<file path="config.mk">
export PLATFORM = sky130hd
export DESIGN_NAME = if_fetch_unit
export DESIGN_NICKNAME = d
export VERILOG_FILES = /design/src/rtl/if_fetch_unit_pkg.sv /design/src/rtl/pipe_regs_pkg.sv /design/src/rtl/if_fetch_unit_btb.sv /design/src/rtl/if_fetch_unit.sv
export SDC_FILE = /design/constraint.sdc
export NUM_CORES = 1
export LEC_CHECK = 0
export ABC_CLOCK_PERIOD_IN_PS = 24300
export CORE_AREA = 2 2 396 359
export DETAILED_ROUTE_END_ITERATION = 10
export DIE_AREA = 0 0 398 361
export GPL_ROUTABILITY_DRIVEN = 1
export PLACE_DENSITY = 0.5
export SLEW_MARGIN = 0
export SYNTH_ARGS = -nofsm -noshare
export SYNTH_HDL_FRONTEND = slang
export SYNTH_SLANG_ARGS = --single-unit
</file>
<file path="constraint.sdc">
create_clock -name clk -period 24.3 [get_ports clk]
set_input_delay 4.86 -clock clk [delete_from_list [all_inputs] [get_ports clk]]
set_output_delay 4.86 -clock clk [all_outputs]
set_load 0.01 [all_outputs]
</file>
<file path="src/rtl/if_fetch_unit_pkg.sv">
// ----------------------------------------------------------------------------
// if_fetch_unit_pkg
//   Definitions shared by the fetch unit and its BTB:
//   - RESET_PC_DEF   default first fetch address
//   - btb_entry_t    one BTB line {valid, tag, target}
//   - fetch_state_e  fetch FSM encoding (FETCH / HOLD / DROP)
//   - btb_tag_of()   tag extraction for a given index width
// ----------------------------------------------------------------------------
package if_fetch_unit_pkg;

  localparam logic [31:0] RESET_PC_DEF = 32'h8000_0000;

  // Wide enough for the smallest legal BTB (2 entries -> 1 index bit).
  localparam int BTB_TAG_W = 29;

  typedef struct packed {
    logic                 valid;
    logic [BTB_TAG_W-1:0] tag;
    logic [31:0]          target;
  } btb_entry_t;

  typedef logic [1:0] fetch_state_e;
  localparam fetch_state_e FETCH = 2'd0;
  localparam fetch_state_e HOLD  = 2'd1;
  localparam fetch_state_e DROP  = 2'd2;

  // Tag is pc[31:idx_w+2], zero-extended into the fixed tag field.
  function automatic logic [BTB_TAG_W-1:0] btb_tag_of(input logic [31:0] pc,
                                                      input int          idx_w);
    return BTB_TAG_W'(pc >> (idx_w + 2));
  endfunction

endpackage

</file>
<file path="src/rtl/pipe_regs_pkg.sv">
// ----------------------------------------------------------------------------
// pipe_regs_pkg
//   Pipeline-register word layouts shared between adjacent stages.
//   if_id_reg_t : the IF/ID word (pc, inst, valid, predicted_pc,
//                 prediction_valid) produced by fetch and consumed by decode.
// ----------------------------------------------------------------------------
package pipe_regs_pkg;

  typedef struct packed {
    logic [31:0] pc;
    logic [31:0] inst;
    logic        valid;
    logic [31:0] predicted_pc;
    logic        prediction_valid;
  } if_id_reg_t;

endpackage

</file>
<file path="src/rtl/if_fetch_unit_btb.sv">
// ----------------------------------------------------------------------------
// if_fetch_unit_btb
//   Direct-mapped branch target buffer.
//   Ports:
//     clk, rst            clock, synchronous active-high reset (clears valids)
//     lookup_pc_i         pc to predict (combinational read)
//     hit_o, target_o     lookup result
//     upd_valid_i         write enable for a resolved branch
//     upd_pc_i            pc of the resolved branch
//     upd_target_i        resolved target
//     upd_taken_i         resolved direction
//   A lookup in the same cycle as an update sees the old contents.
// ----------------------------------------------------------------------------
module if_fetch_unit_btb
  import if_fetch_unit_pkg::*;
#(
  parameter int ENTRIES = 16
) (
  input  logic        clk,
  input  logic        rst,
  input  logic [31:0] lookup_pc_i,
  output logic        hit_o,
  output logic [31:0] target_o,
  input  logic        upd_valid_i,
  input  logic [31:0] upd_pc_i,
  input  logic [31:0] upd_target_i,
  input  logic        upd_taken_i
);

  localparam int IDX_W = $clog2(ENTRIES);

  btb_entry_t           mem_q [ENTRIES];
  logic [IDX_W-1:0]     lk_idx_s;
  logic [IDX_W-1:0]     up_idx_s;
  logic [BTB_TAG_W-1:0] up_tag_s;
  logic                 up_hit_s;
  btb_entry_t           lk_entry_s;

  assign lk_idx_s = IDX_W'(lookup_pc_i >> 2);
  assign up_idx_s = IDX_W'(upd_pc_i >> 2);
  assign up_tag_s = btb_tag_of(upd_pc_i, IDX_W);

  // Lookup: read the indexed line and qualify it with the tag.
  always_comb begin
    lk_entry_s = mem_q[lk_idx_s];
    hit_o      = lk_entry_s.valid && (lk_entry_s.tag == btb_tag_of(lookup_pc_i, IDX_W));
    target_o   = lk_entry_s.target;
    up_hit_s   = mem_q[up_idx_s].valid && (mem_q[up_idx_s].tag == up_tag_s);
  end

  // Update: taken installs the line; not-taken only evicts its own tag,
  // so an aliasing branch cannot knock out an unrelated entry.
  always_ff @(posedge clk) begin
    if (rst) begin
      for (int i = 0; i < ENTRIES; i++) begin
        mem_q[i].valid <= 1'b0;
      end
    end else if (upd_valid_i) begin
      if (upd_taken_i) begin
        mem_q[up_idx_s] <= '{valid: 1'b1, tag: up_tag_s, target: upd_target_i};
      end else if (up_hit_s) begin
        mem_q[up_idx_s].valid <= 1'b0;
      end
    end
  end

endmodule

</file>
<file path="src/rtl/if_fetch_unit.sv">
// ----------------------------------------------------------------------------
// if_fetch_unit
//   Instruction-fetch stage: PC generation, imem request handshake, BTB
//   prediction and the IF/ID word for decode.
//   Ports:
//     clk, rst                           clock, synchronous active-high reset
//     stall                              hold the IF/ID word, accept no fetch
//     flush                              force if_id_next to zero this cycle
//     branch_redirect_id/target_id       redirect from decode
//     ex_redirect/ex_target              redirect from execute (wins over ID)
//     btb_upd_valid/pc/target/taken      BTB training from execute
//     imem_req/addr/ack/rdata            instruction memory handshake
//     if_id_next                         next IF/ID contents
// ----------------------------------------------------------------------------
module if_fetch_unit
  import if_fetch_unit_pkg::*;
  import pipe_regs_pkg::*;
#(
  parameter logic [31:0] RESET_PC    = RESET_PC_DEF,
  parameter int          BTB_ENTRIES = 16
) (
  input  logic        clk,
  input  logic        rst,
  input  logic        stall,
  input  logic        flush,
  input  logic        branch_redirect_id,
  input  logic [31:0] branch_target_id,
  input  logic        ex_redirect,
  input  logic [31:0] ex_target,
  input  logic        btb_upd_valid,
  input  logic [31:0] btb_upd_pc,
  input  logic [31:0] btb_upd_target,
  input  logic        btb_upd_taken,
  output logic        imem_req,
  output logic [31:0] imem_addr,
  input  logic        imem_ack,
  input  logic [31:0] imem_rdata,
  output if_id_reg_t  if_id_next
);

  fetch_state_e state_q, state_d;
  logic [31:0]  pc_q, pc_d;      // address of the current/next request
  logic [31:0]  tgt_q, tgt_d;    // redirect target parked while in DROP
  if_id_reg_t   hold_q, hold_d;  // word parked while decode stalls
  logic         req_q, req_d;

  logic         hit_s;
  logic [31:0]  btb_tgt_s;
  logic [31:0]  pred_pc_s;
  logic         ack_s;
  logic         redir_s;
  logic [31:0]  redir_tgt_s;
  if_id_reg_t   fetch_word_s;
  if_id_reg_t   out_s;

  if_fetch_unit_btb #(.ENTRIES(BTB_ENTRIES)) u_btb (
    .clk         (clk),
    .rst         (rst),
    .lookup_pc_i (pc_q),
    .hit_o       (hit_s),
    .target_o    (btb_tgt_s),
    .upd_valid_i (btb_upd_valid),
    .upd_pc_i    (btb_upd_pc),
    .upd_target_i(btb_upd_target),
    .upd_taken_i (btb_upd_taken)
  );

  // An ack only counts against a request we actually issued; this also
  // drops a stale ack from a request that rst cut short.
  assign ack_s       = imem_ack && req_q;
  assign redir_s     = ex_redirect || branch_redirect_id;
  assign redir_tgt_s = ex_redirect ? ex_target : branch_target_id;
  assign pred_pc_s   = hit_s ? btb_tgt_s : (pc_q + 32'd4);

  assign fetch_word_s = '{pc: pc_q, inst: imem_rdata, valid: 1'b1,
                          predicted_pc: pred_pc_s, prediction_valid: hit_s};

  // FSM next state, pc mux and output word selection.
  always_comb begin
    state_d = state_q;
    pc_d    = pc_q;
    tgt_d   = tgt_q;
    hold_d  = hold_q;
    out_s   = '0;
    case (state_q)
      FETCH: begin
        if (redir_s) begin
          if (ack_s || !req_q) begin
            pc_d    = redir_tgt_s;
            state_d = FETCH;
          end else begin
            // Request in flight cannot be cancelled at the memory.
            tgt_d   = redir_tgt_s;
            state_d = DROP;
          end
        end else if (ack_s) begin
          out_s = fetch_word_s;
          pc_d  = pred_pc_s;
          if (stall) begin
            hold_d  = fetch_word_s;
            state_d = HOLD;
          end else begin
            state_d = FETCH;
          end
        end else begin
          state_d = FETCH;
        end
      end
      HOLD: begin
        if (redir_s) begin
          pc_d    = redir_tgt_s;
          state_d = FETCH;
        end else begin
          out_s = hold_q;
          // pc already points past the held word.
          if (stall) begin
            state_d = HOLD;
          end else begin
            state_d = FETCH;
          end
        end
      end
      DROP: begin
        if (ack_s) begin
          pc_d    = redir_s ? redir_tgt_s : tgt_q;
          state_d = FETCH;
        end else if (redir_s) begin
          tgt_d   = redir_tgt_s;
          state_d = DROP;
        end else begin
          state_d = DROP;
        end
      end
      default: begin
        state_d = FETCH;
        pc_d    = RESET_PC;
      end
    endcase
    req_d = (state_d != HOLD);
  end

  assign if_id_next = flush ? '0 : out_s;
  assign imem_req   = req_q;
  assign imem_addr  = pc_q;

  // State, pc and handshake registers.
  always_ff @(posedge clk) begin
    if (rst) begin
      state_q <= FETCH;
      pc_q    <= RESET_PC;
      tgt_q   <= RESET_PC;
      hold_q  <= '0;
      req_q   <= 1'b0;
    end else begin
      state_q <= state_d;
      pc_q    <= pc_d;
      tgt_q   <= tgt_d;
      hold_q  <= hold_d;
      req_q   <= req_d;
    end
  end

endmodule
</file>
==> results of run 1 <==
==> path summary, 6_finish.rpt <==
check / start / endpoint / slack [ns] / cells after the start
worst max-delay path: ex_redirect / if_id_next[17] / 10.75 / 9
worst min-delay path: hold_q[38] / hold_q[38] / 0.46 / 2
worst max register to register: flop / hold_q[28] / 17.97 / 12
worst min register to register: hold_q[38] / hold_q[38] / 0.46 / 2
==> power by group through the flow <==
stage	Sequential [mW]	Clock [mW]	Combinational, mW
floorplan	2.15	0	0.276
global placement	2.17	0	0.443
detailed placement	2.17	0	0.450
CTS	2.13	1.89	0.451
global route	2.13	1.96	0.474
finish	2.13	1.85	0.447
==> worst max-delay path, cell delays in order <==
cell and delay (ns):
buf_2 0.39, or2_2 0.53, nor3_1 0.44, and3_2 0.25, buf_4 0.66, nand2b_1 0.11, buf_4 0.29, o21ai_0 0.46
clkdlybuf4s50_1 0.66
==> state kept, by name, indices dropped and copies added (netlist names), named ones only <==
signal,flops
u_btb.mem_q,944
hold_q,98
imem_addr,32
tgt_q,32
state_q,2
imem_req,1
==> through the flow <==
step	hold slack [ns]	cell area [µm²]	utilization (%)	setup slack [ns]	std cells
after floorplan	0.4368	48630	-	12.50	2888
after global placement	0.4436	53660	38.59	10.76	4884
after detailed placement	0.4469	53660	38.59	10.73	4884
after CTS	0.4548	57670	41.47	10.71	5113
after global routing	0.4689	57680	41.47	10.56	5116
final	0.4552	57680	41.47	10.75	5117
==> final cells by class <==
type,count,area share (%)
sequential,1113,55.03
multi-input combinational,1531,27.67
timing repair buffer,385,6.273
clock buffer,161,5.751
tap,1848,4.009
clock inverter,68,1.197
inverter,7,0.04772
antenna,4,0.01735
==> metal layers <==
metal | track usage (%) | vias up | share of wire (%)
met5 | 0 | - | 0.047
met4 | 6.269 | 12 | 2.9
met3 | 3.914 | 254 | 7.1
met2 | 34.49 | 1245 | 48
met1 | 28.94 | 15410 | 42
li1 | - | 12180 | -
==> layout by cell type, fill, tap and decap left out, drive strengths merged, types with 3 or more instances in the layout <==
cell type	Yosys	routed
nand3b	27	27
dfxtp	169	169
a22oi	101	101
mux2i	115	115
nand3	18	18
o21ai	94	94
nor2	188	188
and3	9	9
a21oi	105	105
edfxtp	944	944
o22ai	34	34
xnor2	66	66
a21o	19	19
a221oi	5	5
clkbuf	159	161
nor3b	5	5
clkinv	1	48
nor4	5	5
mux4	395	395
bufinv	0	13
clkinvlp	0	3
o211ai	3	3
mux2	9	9
buf	78	94
or2	3	3
o21a	3	3
xor2	19	19
nand4	11	11
diode	0	4
nor3	11	11
a211oi	37	37
nor2b	9	9
inv	6	11
nand2	192	192
nand2b	9	9
clkdlybuf4s50	0	291
and2	8	8
==> cells by family after synthesis <==
family | after synthesis | share of synthesized area [%]
AO/OA/AOI/OAI | 424 | 5.504
XOR/XNOR | 85 | 1.531
adder cells (fa/ha/maj) | 1 | 0.02573
buffers and inverters | 244 | 2.231
flip-flops | 1113 | 65.25
multiplexers | 519 | 20.91
AND/OR/NAND/NOR | 502 | 4.547
==> summary.md, run 1 <==
| Metric | Value |
|---|---|
| Status | complete, no violations |
| Wirelength per Cell | around 30 µm |
| Main area contributors after synthesis | edfxtp_1 58%, mux4_2 18%, dfxtp_1 7.0% |
| # Max-Cap Violations | 0 |
| Via count | 29,100 |
| Synth Flop Type | edfxtp_1 |
| Worst Hold Class | flop to flop |
| Synth area leader | edfxtp_1 |
| Syn_area_per_cell | around 17 µm² |
| Sw power | roughly 1.0 mW |
| RSZ-0062 raised after global routing | false |
| Hold buffer count at CTS | 0 |
| Antenna violations before repair | 18 |
| Pins over their slew limit | 0 |
| Library cells used by synthesis | 62 |
| Mapped cell area | approximately 0.049 mm² |
| Hold Vio Cnt, Final | 0 |
| Vias in the first global route | about 30,000 |
| Post-CTS setup buffer count | 0 |
| Detailed-route vias per instance | about 5.7 |
| Post-synthesis net count | 3,058 |
| Pin slew with the least headroom to its limit | 1.270 ns |
| PortBufs | 297 |
| Type of origin of the critical path | primary input |
| Internal Pwr Total | 3.386 mW |
| Tmin final | roughly 14 ns |
| Final period utilization | ~56% |
| Post-synth ARST share | 0% |
| ANT nets after route | 0 |
| Max VDD drop | 0.06717 mV |
| Fill count | 12,320 |
| Clk_lat worst skew | roughly 0.72 ns |
| Detailed Route WL | approximately 160,000 µm |
| # DRC | 0 |
| WP data required | 19.44 ns |
| Synth Instances | a little under 3,000 |
| Worst-path fanout max | 69 |
| Worst Setup End Kind | primary output |
| Clock Path Buffers | 3 |
| HPWL Detailed | between 90,000 and 100,000 µm |
| TritonCTS clock tree | yes |
| Total CTS buffers | 121 |
| PostCTS Resize Cnt | 0 |
| Worst-path clk slew | about 0.06 ns |
| CTS H-tree depth | 3 |
| DR pass1 iterations | 6 |
| FMAX | about 74 MHz |
| Number of synthesized flops with an enable pin | ~940 |
| Register area share after synthesis | 65.25% |
| Power, Total | 4.429 mW |
| Root buf cell | clkbuf_16 |
| CORE AREA | 0.1391 mm² |
| Rows | 130 |
| Register bit count reported by yosys | 1,113 |
| Yosys top cell area share | around three fifths |
| Final #Nets | between 3,000 and 4,000 |
| Initial core utilization | 34.97% |
| Multi-input logic area | around 0.016 mm² |
| Maximum number of pins on one net before global-route repair | 94 |
| Syn-to-layout area delta | 18.62% |
| Clock share of power | around two fifths |
| Combinational fraction of design power | approximately a tenth |
| Remaining Overflow, GRT | 0 |
| Ys Warns | 0 |
| Detailed Route Iter0 Violations | approximately 2,900 |
| Post-synth top cells | 944 x edfxtp_1, 390 x mux4_2, 192 x nand2_1 |
| Setup TNS | 0 ns |
| Count leader, synth | edfxtp_1 |
| Reg power frac | 48.0% |
| Crit path DAT | approximately 8.7 ns |
| Die W | 398 µm |
| Layout Skew | 0.03105 ns |
| Rel. slew slack | between 10% and 20% |
| Final Setup Violations | 0 |
| Sw frac | between 20% and 30% |
| Cell Pwr Density | 76.79 mW/mm² |
| # clock sinks | 1,113 |
| Register area | roughly 0.032 mm² |
| Io pins | 300 |
| GRT Overall Usage | 21.20% |
| Global-route wire length before repair | 219,900 µm |
| Die area | 0.1437 mm² |
| Layout cells sized above 1 | approximately 22% |
| Leak | roughly 18 nW |
| Die Height | about 360 µm |
| CP Class | primary input to primary output |
| Routability Congestion | about 0.87 |
Note: power is estimated with default switching activity, not from simulation.
==> run 2: changes to the inputs <==
- ABC_CLOCK_PERIOD_IN_PS: 24300 -> 11150
- PLACE_DENSITY: 0.5 -> 0.51
- clock period: 24.3 -> 11.15 ns (I/O delays scaled with it)
==> run 2 against run 1 <==
Effect of this change:
- non-clock buffer count decreased by 4
- sequential share of layout area increased by 0.28 points
- total power increased by 110%
- design area decreased by 0.51%
- count of clock-buffer cells in the layout decreased by 6
- first-iteration DRC count increased by 11%
- clock power increased by 100%
- largest power group unchanged
==> summary.md, run 2 (synthesized netlist as in run 1, its figures left out) <==
| Metric | Value |
|---|---|
| Io pins | 300 (unchanged) |
| Clock share of power | 40.3% (was 41.9%) |
| Setup TNS | 0 ns (unchanged) |
| HPWL Detailed | 93,960 µm (was 95,480 µm) |
| Final #Nets | 3,323 (was 3,329) |
| GRT Overall Usage | 21.11% (was 21.20%) |
| Placed cells | 4,880 (was 4,884) |
| Most frequent cells in the layout | 944 x edfxtp_1, 390 x mux4_2, 291 x clkdlybuf4s50_1 (unchanged) |
| Largest register FFs | 944 (unchanged) |
| Worst Hold Class | flop to flop (unchanged) |
| Leak | 17.82 nW (was 18.01 nW) |
| Final Setup Violations | 0 (unchanged) |
| Power, Total | 9.401 mW (was 4.429 mW) |
| Combinational fraction of design power | 10.4% (was 10.1%) |
| # DRC | 0 (unchanged) |
| PortBufs | 297 (unchanged) |
| Total CTS buffers | 119 (was 121) |
| Sw frac | 24.01% (was 23.55%) |
| Pins over their slew limit | 0 (unchanged) |
| Clk_lat worst skew | 0.72 ns (about the same) |
| Tmin final | between 8 and 9 ns |
| Wirelength per Cell | 30.27 µm (was 30.34 µm) |
| Via count | 29,040 (was 29,100) |
| Die W | 398 µm (unchanged) |
| CORE AREA | 0.1391 mm² (unchanged) |
| Rows | 130 (unchanged) |
| Die area | 0.1437 mm² (unchanged) |
| Die Height | 361 µm (unchanged) |
| Layout cells sized above 1 | 20.97% (was 21.68%) |
| Antenna violations before repair | 10 (was 18) |
| DR pass1 iterations | 6 (unchanged) |
| Type of origin of the critical path | flop (was primary input) |
| ANT nets after route | 0 (unchanged) |
| Most flops, register | u_btb.mem_q (unchanged) |
| Sw power | 2.257 mW (was 1.043 mW) |
| Post-CTS setup buffer count | 0 (unchanged) |
| # clock sinks | 1,113 (unchanged) |
| Maximum number of pins on one net before global-route repair | 106 (was 94) |
| Layout Skew | 0.04405 ns (was 0.03105 ns) |
| Vias in the first global route | 29,370 (was 29,530) |
| Hold buffer count at CTS | 0 (unchanged) |
| Remaining Overflow, GRT | 0 (unchanged) |
| Largest regs | u_btb.mem_q: 944 flops, hold_q: 98 flops (unchanged) |
| Clock Path Buffers | 3 (unchanged) |
| Pin slew with the least headroom to its limit | 1.214 ns (was 1.270 ns) |
| Initial core utilization | 34.97% (unchanged) |
| CP Class | flop to primary output (was primary input to primary output) |
| Syn-to-layout area delta | 18.01% (was 18.62%) |
| Routability Congestion | 0.8466 (was 0.8655) |
| Worst-path clk slew | 0.06 ns (about the same) |
| Fin cells | 5,102 (was 5,117) |
| PostCTS Resize Cnt | 0 (unchanged) |
| Detailed Route WL | 154,500 µm (was 155,300 µm) |
| CTS H-tree depth | 3 (unchanged) |
| PnR worst setup slack | 2.535 ns (was 10.75 ns) |
| Worst Setup End Kind | primary output (unchanged) |
| Final period utilization | between 70% and 80% |
| # Max-Cap Violations | 0 (unchanged) |
| Detailed Route Iter0 Violations | 3,237 (was 2,919) |
| Worst-path fanout max | 40 (was 69) |
| Crit path DAT | 6.38 ns (was 8.69 ns) |
| Max VDD drop | 0.1164 mV (was 0.06717 mV) |
| Commonest non-fill, non-tap cell in the layout | edfxtp_1 (unchanged) |
| Area after DPL | 0.05366 mm² (about the same) |
| Hold Vio Cnt, Final | 0 (unchanged) |
| Internal Pwr Total | 7.144 mW (was 3.386 mW) |
| Final hold slack | 0.4537 ns (was 0.4552 ns) |
| Status | complete, no violations (unchanged) |
| Core Util, Final | 41.26% (was 41.47%) |
| Post-route cell area | 0.05739 mm² (was 0.05768 mm²) |
| Pre-CTS WS | 3.235 ns (was 10.73 ns) |
| Rel. slew slack | 18.90% (was 15.34%) |
| Root buf cell | clkbuf_16 (unchanged) |
| WP data required | 8.92 ns (was 19.44 ns) |
| Global-route wire length before repair | 218,700 µm (was 219,900 µm) |
| FMAX | 116.1 MHz |
| Reg power frac | 49.3% (was 48.0%) |
| RSZ-0062 raised after global routing | false (unchanged) |
| Detailed-route vias per instance | 5.691 (was 5.688) |
| Cell Pwr Density | 163.8 mW/mm² (was 76.79 mW/mm²) |
| TritonCTS clock tree | yes (unchanged) |
-- run 2: worst max-delay path: stages, from the launching register on --
cell and delay (ns):
dfxtp_4 0.84, buf_4 0.53, mux4_2 0.40, mux4_2 0.53, xnor2_1 0.37, o2111ai_1 0.28, nor4_1 0.62, nand4_1 0.19
buf_4 0.34, mux2i_1 0.28, o21ai_0 0.41, clkdlybuf4s50_1 0.65
-- run 2: routing by layer --
layer  global-route usage [%]  vias to the layer above  part of all wire [%]
met1                    29.29                    15400                    42
met3                    3.522                      209                   6.9
met5                        0                        -                 0.026
met4                    5.712                        6                   2.8
li1                         -                    12170                     -
met2                    34.33                     1254                    48
-- run 2: worst paths after layout --
| path | from | to | slack, ns | depth (start not counted) |
|---|---|---|---|---|
| max reg2reg | flop | flop | 5.84 | 10 |
| min | hold_q[80] | hold_q[80] | 0.45 | 2 |
| min reg2reg | hold_q[80] | hold_q[80] | 0.45 | 2 |
| max | flop | if_id_next[18] | 2.54 | 11 |
-- run 2: power by group through the flow --
| stage | combinational (mW) | sequential, mW | clock (mW) |
|---|---|---|---|
| finish | 0.978 | 4.63 | 3.79 |
| global route | 1.04 | 4.64 | 4.03 |
| CTS | 0.984 | 4.63 | 3.87 |
| detailed placement | 0.981 | 4.72 | 0 |
| global placement | 0.970 | 4.72 | 0 |
| floorplan | 0.602 | 4.68 | 0 |
-- run 2: area by class of cell --
cell class                 instances  area (µm²)
antenna                            6       15.01
multi-input combinational       1531       15970
inverter                           7       27.53
timing repair buffer             381        3610
tap                             1848        2312
fill                           12360       81690
clock inverter                    61       568.0
sequential                      1113       31740
clock buffer                     155        3144
